--- src/rtl/rvecc_secded_pipe.sv ---
// rvecc_secded_pipe: two-stage pipelined SECDED decoder with valid/ready flow control,
// saturating SEC/DED counters and a sticky first-error log. RVECC_ERR_INJECT_EN adds one-shot injection.
module rvecc_secded_pipe #(
  parameter int  DATA_W = 32,
  parameter int  TAG_W  = 8,
  parameter int  CNT_W  = 16,
  localparam int R      = (DATA_W <= 4)  ? 3 : (DATA_W <= 11) ? 4 : (DATA_W <= 26) ? 5 :
                          (DATA_W <= 57) ? 6 : (DATA_W <= 120) ? 7 : 8,
  localparam int ECC_W  = R + 1
) (
  input  logic                    clk,
  input  logic                    rst_l,
  input  logic                    in_valid,
  output logic                    in_ready,
  input  logic [DATA_W-1:0]       in_data,
  input  logic [ECC_W-1:0]        in_ecc,
  input  logic [TAG_W-1:0]        in_tag,
  output logic                    out_valid,
  input  logic                    out_ready,
  output logic [DATA_W-1:0]       out_data,
  output logic [ECC_W-1:0]        out_ecc,
  output logic [TAG_W-1:0]        out_tag,
  output logic                    out_sec,
  output logic                    out_ded,
  output logic [CNT_W-1:0]        sec_cnt,
  output logic [CNT_W-1:0]        ded_cnt,
  output logic                    log_valid,
  output logic [ECC_W-1:0]        log_syndrome,
  output logic [TAG_W-1:0]        log_tag,
  output logic                    log_ded,
`ifdef RVECC_ERR_INJECT_EN
  input  logic [DATA_W+ECC_W-1:0] inj_mask,
  input  logic                    inj_arm,
`endif
  input  logic                    cnt_clr,
  input  logic                    log_clr
);

  localparam int N = DATA_W + R;

  // Hamming position of data bit idx: the idx-th position in 1..N that is not a power of two.
  function automatic int data_pos(input int idx);
    int c;
    int p;
    c = 0;
    p = 0;
    for (int q = 1; q <= N; q++) begin
      if ((q & (q - 1)) != 0) begin
        if (c == idx) p = q;
        c++;
      end
    end
    return p;
  endfunction

  function automatic logic [CNT_W-1:0] sat_inc(input logic [CNT_W-1:0] v);
    return (v == '1) ? v : v + 1'b1;
  endfunction

  logic              vld_p1, vld_p2;
  logic              s2_free, xfer_in, adv_p2, xfer_out;
  logic [DATA_W-1:0] data_p0, data_p1, data_p2, fix_data;
  logic [ECC_W-1:0]  ecc_p0, ecc_p1, ecc_p2, fix_ecc;
  logic [TAG_W-1:0]  tag_p1, tag_p2;
  logic [R-1:0]      syn_p0, syn_p1;
  logic [ECC_W-1:0]  syn_p2;
  logic              par_p0, par_p1;
  logic              sec_c, ded_c, sec_p2, ded_p2;

  assign s2_free  = !vld_p2 || out_ready;
  assign in_ready = !vld_p1 || s2_free;
  assign xfer_in  = in_valid && in_ready;
  assign adv_p2   = vld_p1 && s2_free;
  assign xfer_out = vld_p2 && out_ready;

`ifdef RVECC_ERR_INJECT_EN
  logic inj_used;
  logic inj_live;
  assign inj_live = inj_arm && !inj_used;
  assign {ecc_p0, data_p0} = {in_ecc, in_data} ^ (inj_live ? inj_mask : '0);

  // Disarms after one accepted word; re-arms only once inj_arm has been seen low.
  always_ff @(posedge clk or negedge rst_l) begin
    if (!rst_l)        inj_used <= 1'b0;
    else if (!inj_arm) inj_used <= 1'b0;
    else if (xfer_in)  inj_used <= 1'b1;
  end
`else
  assign data_p0 = in_data;
  assign ecc_p0  = in_ecc;
`endif

  // ---- stage 0 -> 1: syndrome and overall parity of the received word
  always_comb begin
    syn_p0 = ecc_p0[R-1:0];
    for (int i = 0; i < DATA_W; i++)
      if (data_p0[i]) syn_p0 = syn_p0 ^ R'(data_pos(i));
    par_p0 = ^{ecc_p0, data_p0};
  end

  always_ff @(posedge clk or negedge rst_l) begin
    if (!rst_l) begin
      vld_p1 <= 1'b0;
      vld_p2 <= 1'b0;
    end else begin
      if (in_ready) vld_p1 <= in_valid;
      if (s2_free)  vld_p2 <= vld_p1;
    end
  end

  always_ff @(posedge clk) begin
    if (xfer_in) begin
      data_p1 <= data_p0;
      ecc_p1  <= ecc_p0;
      tag_p1  <= in_tag;
      syn_p1  <= syn_p0;
      par_p1  <= par_p0;
    end
  end

  // ---- stage 1 -> 2: correction; DED and out-of-range syndromes leave the word untouched
  always_comb begin
    fix_data = data_p1;
    fix_ecc  = ecc_p1;
    sec_c    = 1'b0;
    ded_c    = 1'b0;
    if (par_p1) begin
      if (syn_p1 == '0) begin
        fix_ecc[R] = ~ecc_p1[R];
        sec_c      = 1'b1;
      end else if (int'(syn_p1) > N) begin
        ded_c = 1'b1;
      end else begin
        sec_c = 1'b1;
        for (int k = 0; k < R; k++)
          if (int'(syn_p1) == (1 << k)) fix_ecc[k] = ~ecc_p1[k];
        for (int i = 0; i < DATA_W; i++)
          if (int'(syn_p1) == data_pos(i)) fix_data[i] = ~data_p1[i];
      end
    end else if (syn_p1 != '0) begin
      ded_c = 1'b1;
    end
  end

  always_ff @(posedge clk) begin
    if (adv_p2) begin
      data_p2 <= fix_data;
      ecc_p2  <= fix_ecc;
      tag_p2  <= tag_p1;
      sec_p2  <= sec_c;
      ded_p2  <= ded_c;
      syn_p2  <= {par_p1, syn_p1};
    end
  end

  assign out_valid = vld_p2;
  assign out_data  = vld_p2 ? data_p2 : '0;
  assign out_ecc   = vld_p2 ? ecc_p2  : '0;
  assign out_tag   = vld_p2 ? tag_p2  : '0;
  assign out_sec   = vld_p2 && sec_p2;
  assign out_ded   = vld_p2 && ded_p2;

  // ---- statistics on delivered words; clear wins but still counts a same-cycle transfer
  always_ff @(posedge clk or negedge rst_l) begin
    if (!rst_l) begin
      sec_cnt      <= '0;
      ded_cnt      <= '0;
      log_valid    <= 1'b0;
      log_syndrome <= '0;
      log_tag      <= '0;
      log_ded      <= 1'b0;
    end else begin
      if (cnt_clr)                  sec_cnt <= (xfer_out && sec_p2) ? CNT_W'(1) : '0;
      else if (xfer_out && sec_p2)  sec_cnt <= sat_inc(sec_cnt);
      if (cnt_clr)                  ded_cnt <= (xfer_out && ded_p2) ? CNT_W'(1) : '0;
      else if (xfer_out && ded_p2)  ded_cnt <= sat_inc(ded_cnt);
      if (xfer_out && (sec_p2 || ded_p2) && (!log_valid || log_clr)) begin
        log_valid    <= 1'b1;
        log_syndrome <= syn_p2;
        log_tag      <= tag_p2;
        log_ded      <= ded_p2;
      end else if (log_clr) begin
        log_valid    <= 1'b0;
        log_syndrome <= '0;
        log_tag      <= '0;
        log_ded      <= 1'b0;
      end
    end
  end

endmodule
--- config.mk ---
export PLATFORM = sky130hd
export DESIGN_NAME = rvecc_secded_pipe
export DESIGN_NICKNAME = d
export VERILOG_FILES = /design/src/rtl/rvecc_secded_pipe.sv
export SDC_FILE = /design/constraint.sdc
export NUM_CORES = 1
export LEC_CHECK = 0
export ABC_AREA = 1
export CELL_PAD_IN_SITES_DETAIL_PLACEMENT = 1
export CELL_PAD_IN_SITES_GLOBAL_PLACEMENT = 2
export CORE_MARGIN = 4
export CORE_UTILIZATION = 25
export DETAILED_ROUTE_END_ITERATION = 16
export GPL_ROUTABILITY_DRIVEN = 0
export PLACE_DENSITY_LB_ADDON = 0.1
export SLEW_MARGIN = 5
export SYNTH_ARGS = -nofsm -noshare
export SYNTH_HDL_FRONTEND = slang
export SYNTH_SLANG_ARGS = --single-unit
--- constraint.sdc ---
create_clock -name clk -period 5.5 [get_ports clk]
set_input_delay 0.825 -clock clk [delete_from_list [all_inputs] [get_ports clk]]
set_output_delay 0.825 -clock clk [all_outputs]
set_load 0.03 [all_outputs]
After elaboration in Yosys (flattened, before gate mapping)
Index checks and enable logic that the tools add are counted.
{ "totals": {"ff_bits": 161, "in_bits": 53, "wordCells": 6431, "output_inout_bits": 100} }
{ "classes": {"add_sub_neg": 992, "bitwise_logic": 71, "magnitude_cmp": 1, "n_reduce_logical": 86, "muxes": 3298, "eq_ne": 1964} }
{ "ops": {"columns": ["cell", "count"], "rows": [
  ["two-way mux 32 bit", 2145],
  ["equality test 32 x 6 -> 1 bit, second input constant", 992],
  ["adder 32 x 2 -> 32 bit, second input constant", 990],
  ["equality test 32 x 5 -> 1 bit, second input constant", 496],
  ["equality test 32 x 4 -> 1 bit, second input constant", 248],
  ["two-way mux 6 bit", 1026],
  ["equality test 32 x 3 -> 1 bit, second input constant", 124],
  ["equality test 32 x 2 -> 1 bit, second input constant", 62],
  ["logical NOT 32 bit", 62],
  ["equality test 7 x 32 -> 1 bit", 32],
  ["two-way mux 3 bit", 64],
  ["bitwise XOR 6 bit", 32],
  ["two-way mux 16 bit", 6],
  ["two-way mux 1 bit", 50],
  ["NOT 1 bit", 39],
  ["XOR reduction 39 bit", 1],
  ["adder 16 x 1 -> 16 bit, second input constant", 2],
  ["equality test 16 bit, second input constant", 2],
  ["two-way mux 7 bit", 4],
  ["two-way mux 8 bit", 3],
  ["equality test 6 bit, second input constant", 2],
  ["logical AND 1 bit", 9],
  ["equality test 6 x 2 -> 1 bit, second input constant", 1],
  ["equality test 6 x 3 -> 1 bit, second input constant", 1],
  ["other kinds (10)", 19]
]} }

Depth between registers and ports, before layout
{ "logic_depth": {"ltp_word": 134, "ltp_mapped": 14, "ltp_nobuf": 14} }

Worst setup path after synthesis
Ideal clock, no wire load.
{ "synth_path": {"kind": "register to register", "start": "register vld_p2, in the netlist out_valid", "end": "register data_p2[0] (enable)", "stages_incl_launch_ff": 4, "setup_ns": 0.488, "n_path_buf": 2, "arrival_time_ns": 3.639, "path_slack_ns": 1.373, "t_required_ns": 5.012, "synth_period_minus_slack_ns": 4.127, "path_cell_list": "dfrtp_1 > buf_2 > clkbuf_1 > a21oi_1"} }
{ "synth_via": {"elab_chain_len": 3} }
{ "synth_lines": {"columns": ["item", "line_no", "rtl"], "rows": [
  ["from (decl)", "60", "logic vld_p1, vld_p2;"],
  ["from (signal assigned)", "107", "if (s2_free) vld_p2 <= vld_p1;"],
  ["logical NOT 1 bit", null, null],
  ["logical OR 1 bit", null, null],
  ["logical AND 1 bit", null, null],
  ["net adv_p2", "61", "logic s2_free, xfer_in, adv_p2, xfer_out;"],
  ["to (signal assigned)", "147", "data_p2 <= fix_data;"],
  ["to (decl)", "62", "logic [DATA_W-1:0] data_p0, data_p1, data_p2, fix_data;"]
]} }
The timed path passes the listed nets, and every way through them passes these cells.
A chain may end at the register's enable or synchronous reset.

Worst setup path after layout
{ "layout_path": {"start": "register vld_p2, in the netlist out_valid", "end": "output out_data[3]"} }
{ "layout_via": {"elab_chain_len": 1} }
{ "layout_lines": {"columns": ["item", "line_no", "rtl"], "rows": [
  ["two-way mux 32 bit", null, null],
  ["to (decl)", "20", "output logic [DATA_W-1:0] out_data,"]
]} }
No other way between the ends.

==> results.ini <==
[run_status]
outcome = finished, final reports clean

[layout]
final_cell_mix = 355 x nand2_1, 158 x inv_1, 151 x clkdlybuf4s50_1
final_util = 0.332
antenna_cells = 0
syn2layout_area_growth_pct = 30.2
fin_nets = 1226
final_cells = 1632
num-fill-cells = 3967
final_common_cell = nand2_1
drive_gt1_frac = 0.0481

[timing]
max-slew-margin-rel = 0.201
report.final.slew_viol_count = 0
tns_ns = 0
finalCritPeriodShare = 0.616
hold_violations = 0
max_freq_mhz = 295
fin_skew_ns = 0.0134
rsz0062_at_grt = false
timing.hold.ws_ns = 0.418
final-setup-viol-count = 0
worst_slew_pin_slew_ns = 1.20
min_period_ns = 3.39

[worst_setup_path]
crit_required_ns = 4.68
r2r_end = sec_cnt[2]$_DFFE_PN0P_
timing.rr.start = out_valid$_DFFE_PN0P_
end_kind = primary output
cp_cell_sequence = nand2_1, inv_1, clkdlybuf4s50_1
crit_buf_inv = 2
crit_arrival_ns = 2.56
r2r_cells = 6
crit_type = flip-flop to primary output
cpLargestDelayFamily = flip-flops
crit_fanout = 53
cp-start-kind = flip-flop
cp_slowest_stage_delay_ns = 1.07
r2r_slack_ns = 2.76
cp_slowest_cell = dfrtp_2

[min_path]
min_from = tag_p1[1]$_DFFE_PP_
whs_path_depth = 0
hold_end = tag_p2[1]$_DFFE_PP_
hold_class = flip-flop to flip-flop

[logic_synthesis]
async_flop_share = 0.317
avgSynthCellArea_sq_um = 8.47
seq_area_frac_synth = 0.533
syn_inst = 1015
syn_area_sq_um = 8600
ys_types = 35
syn_nets = 1070
synth_edf_count = 110
synth-main-ff-cell = edfxtp_1
synth_seq_cells = 161
ys_warn_count = 0

[die]
die-area_sq_um = 37400
start_util = 0.255
core_area_sq_um = 33700
rows = 67
die_x_um = 193
io_pins = 153
die_h_um = 193

[clock_tree]
clockBufferDepth = 2
cts_made_buffers = 17
post_cts_buffers = 0
htreeDepth = 4
clk_pin_slew_worst_paths_ns = 0.07
cts.root.buffer_cell = clkbuf_16
ctsHoldBuffers = 0
cts.sinks = 161
cts_tree = done
clk_latency_ns = 0.43
cts_resized = 0

[detailed_routing]
dr.pass1.iters = 4
drcViolationCount = 0
ant_nets = 0
wirelength_um = 26300
vias = 6870
vias_per_cell = 4.21
drtIter0Drc = 259
wl_per_cell_um = 16.1

[global_route]
antenna_found_initial = 0
grt_start_max_net_pins = 57
grt-ovfl-total = 0
grt_pass1_wl_um = 41600
grt_pass1_vias = 7179
grt_usage = 0.142

[job]
drv_cap = 0

[power]
ir_drop_v = 0.000203
powerDensity_nw_per_um2 = 318
p_leak_nw = 4.92

[place]
io_buffers = 152
dp_cells = 1600
place_hpwl_um = 20500

==> registers in the layout, indices dropped and copies added, names as in the netlist, 8 cells and up <==
signal and cells:
sec_cnt 16, tag_p1 8, tag_p2 8, data_p1 32, ded_cnt 16, data_p2 32, log_tag 8
==> how the worst max path moves through the flow <==
stage	start	endpoint	slack, ns	cells after the start
floorplan	out_valid$_DFFE_PN0P_	data_p2[0]$_DFFE_PP_	1.37	3
global placement	cnt_clr	ded_cnt[9]$_DFFE_PN0P_	1.91	6
detailed placement	cnt_clr	ded_cnt[13]$_DFFE_PN0P_	1.86	6
CTS	out_valid$_DFFE_PN0P_	out_data[3]	1.99	3
global route	out_valid$_DFFE_PN0P_	out_data[3]	1.88	3
finish	out_valid$_DFFE_PN0P_	out_data[3]	2.11	3
==> cell usage after synthesis (5+ instances only) <==
library cell	number	area share
a21oi_1	12	0.0070
buf_2	5	0.0029
clkbuf_1	10	0.0044
dfrtp_1	51	0.15
edfxtp_1	110	0.38
inv_1	159	0.069
nand2_1	355	0.16
nand3_1	61	0.036
nand3b_1	11	0.0096
nand4_1	10	0.0073
nor2_1	66	0.029
nor3_1	10	0.0058
o21ai_0	34	0.020
xnor2_1	55	0.056
xor2_1	31	0.032
==> power by group <==
group / switching [mW] / internal [mW]
Sequential: 0.0853 / 1.45
Combinational: 0.558 / 0.306
Clock: 0.526 / 0.637
Total: 1.17 / 2.39
==> layer usage <==
| metal | GRT usage | up-vias | share of wire |
|---|---|---|---|
| met5 | 0 | - | 0 |
| met3 | 0.0214 | 12 | 0.024 |
| met4 | 0.0315 | 0 | 0.0086 |
| met2 | 0.248 | 106 | 0.50 |
| met1 | 0.186 | 3260 | 0.47 |
| li1 | - | 3492 | - |
==> cell type report <==
cell class / instances / area, sq um / share of cell area
Multi-Input combinational cell: 671 / 3320 / 0.296
Clock inverter: 15 / 150 / 0.0134
Tap cell: 448 / 561 / 0.0501
Clock buffer: 17 / 425 / 0.0380
Timing Repair Buffer: 155 / 1540 / 0.138
Inverter: 165 / 619 / 0.0553
Sequential cell: 161 / 4580 / 0.409
==> cell families (layout without fill, tap and decap cells) <==
| family | after synthesis | in the layout | synth area share |
|---|---|---|---|
| flops | 161 | 161 | 0.533 |
| xor+xnor | 86 | 86 | 0.0876 |
| buf+inv | 183 | 352 | 0.0833 |
| compound gates | 56 | 56 | 0.0377 |
| simple gates | 527 | 527 | 0.256 |
| fa+ha+maj | 2 | 2 | 0.00291 |
==> through the flow <==
step | worst slack, ns | area (sq um) | power [mW]
2_1_floorplan | 1.37 | 8600 | 2.06
3_3_place_gp | 1.91 | 10600 | 2.43
3_5_place_dp | 1.86 | 10600 | 2.44
4_1_cts | 1.99 | 11200 | 3.63
5_1_grt | 1.88 | 11200 | 3.77
6_report | 2.11 | 11200 | 3.56
(Power assumes the default switching activity.)
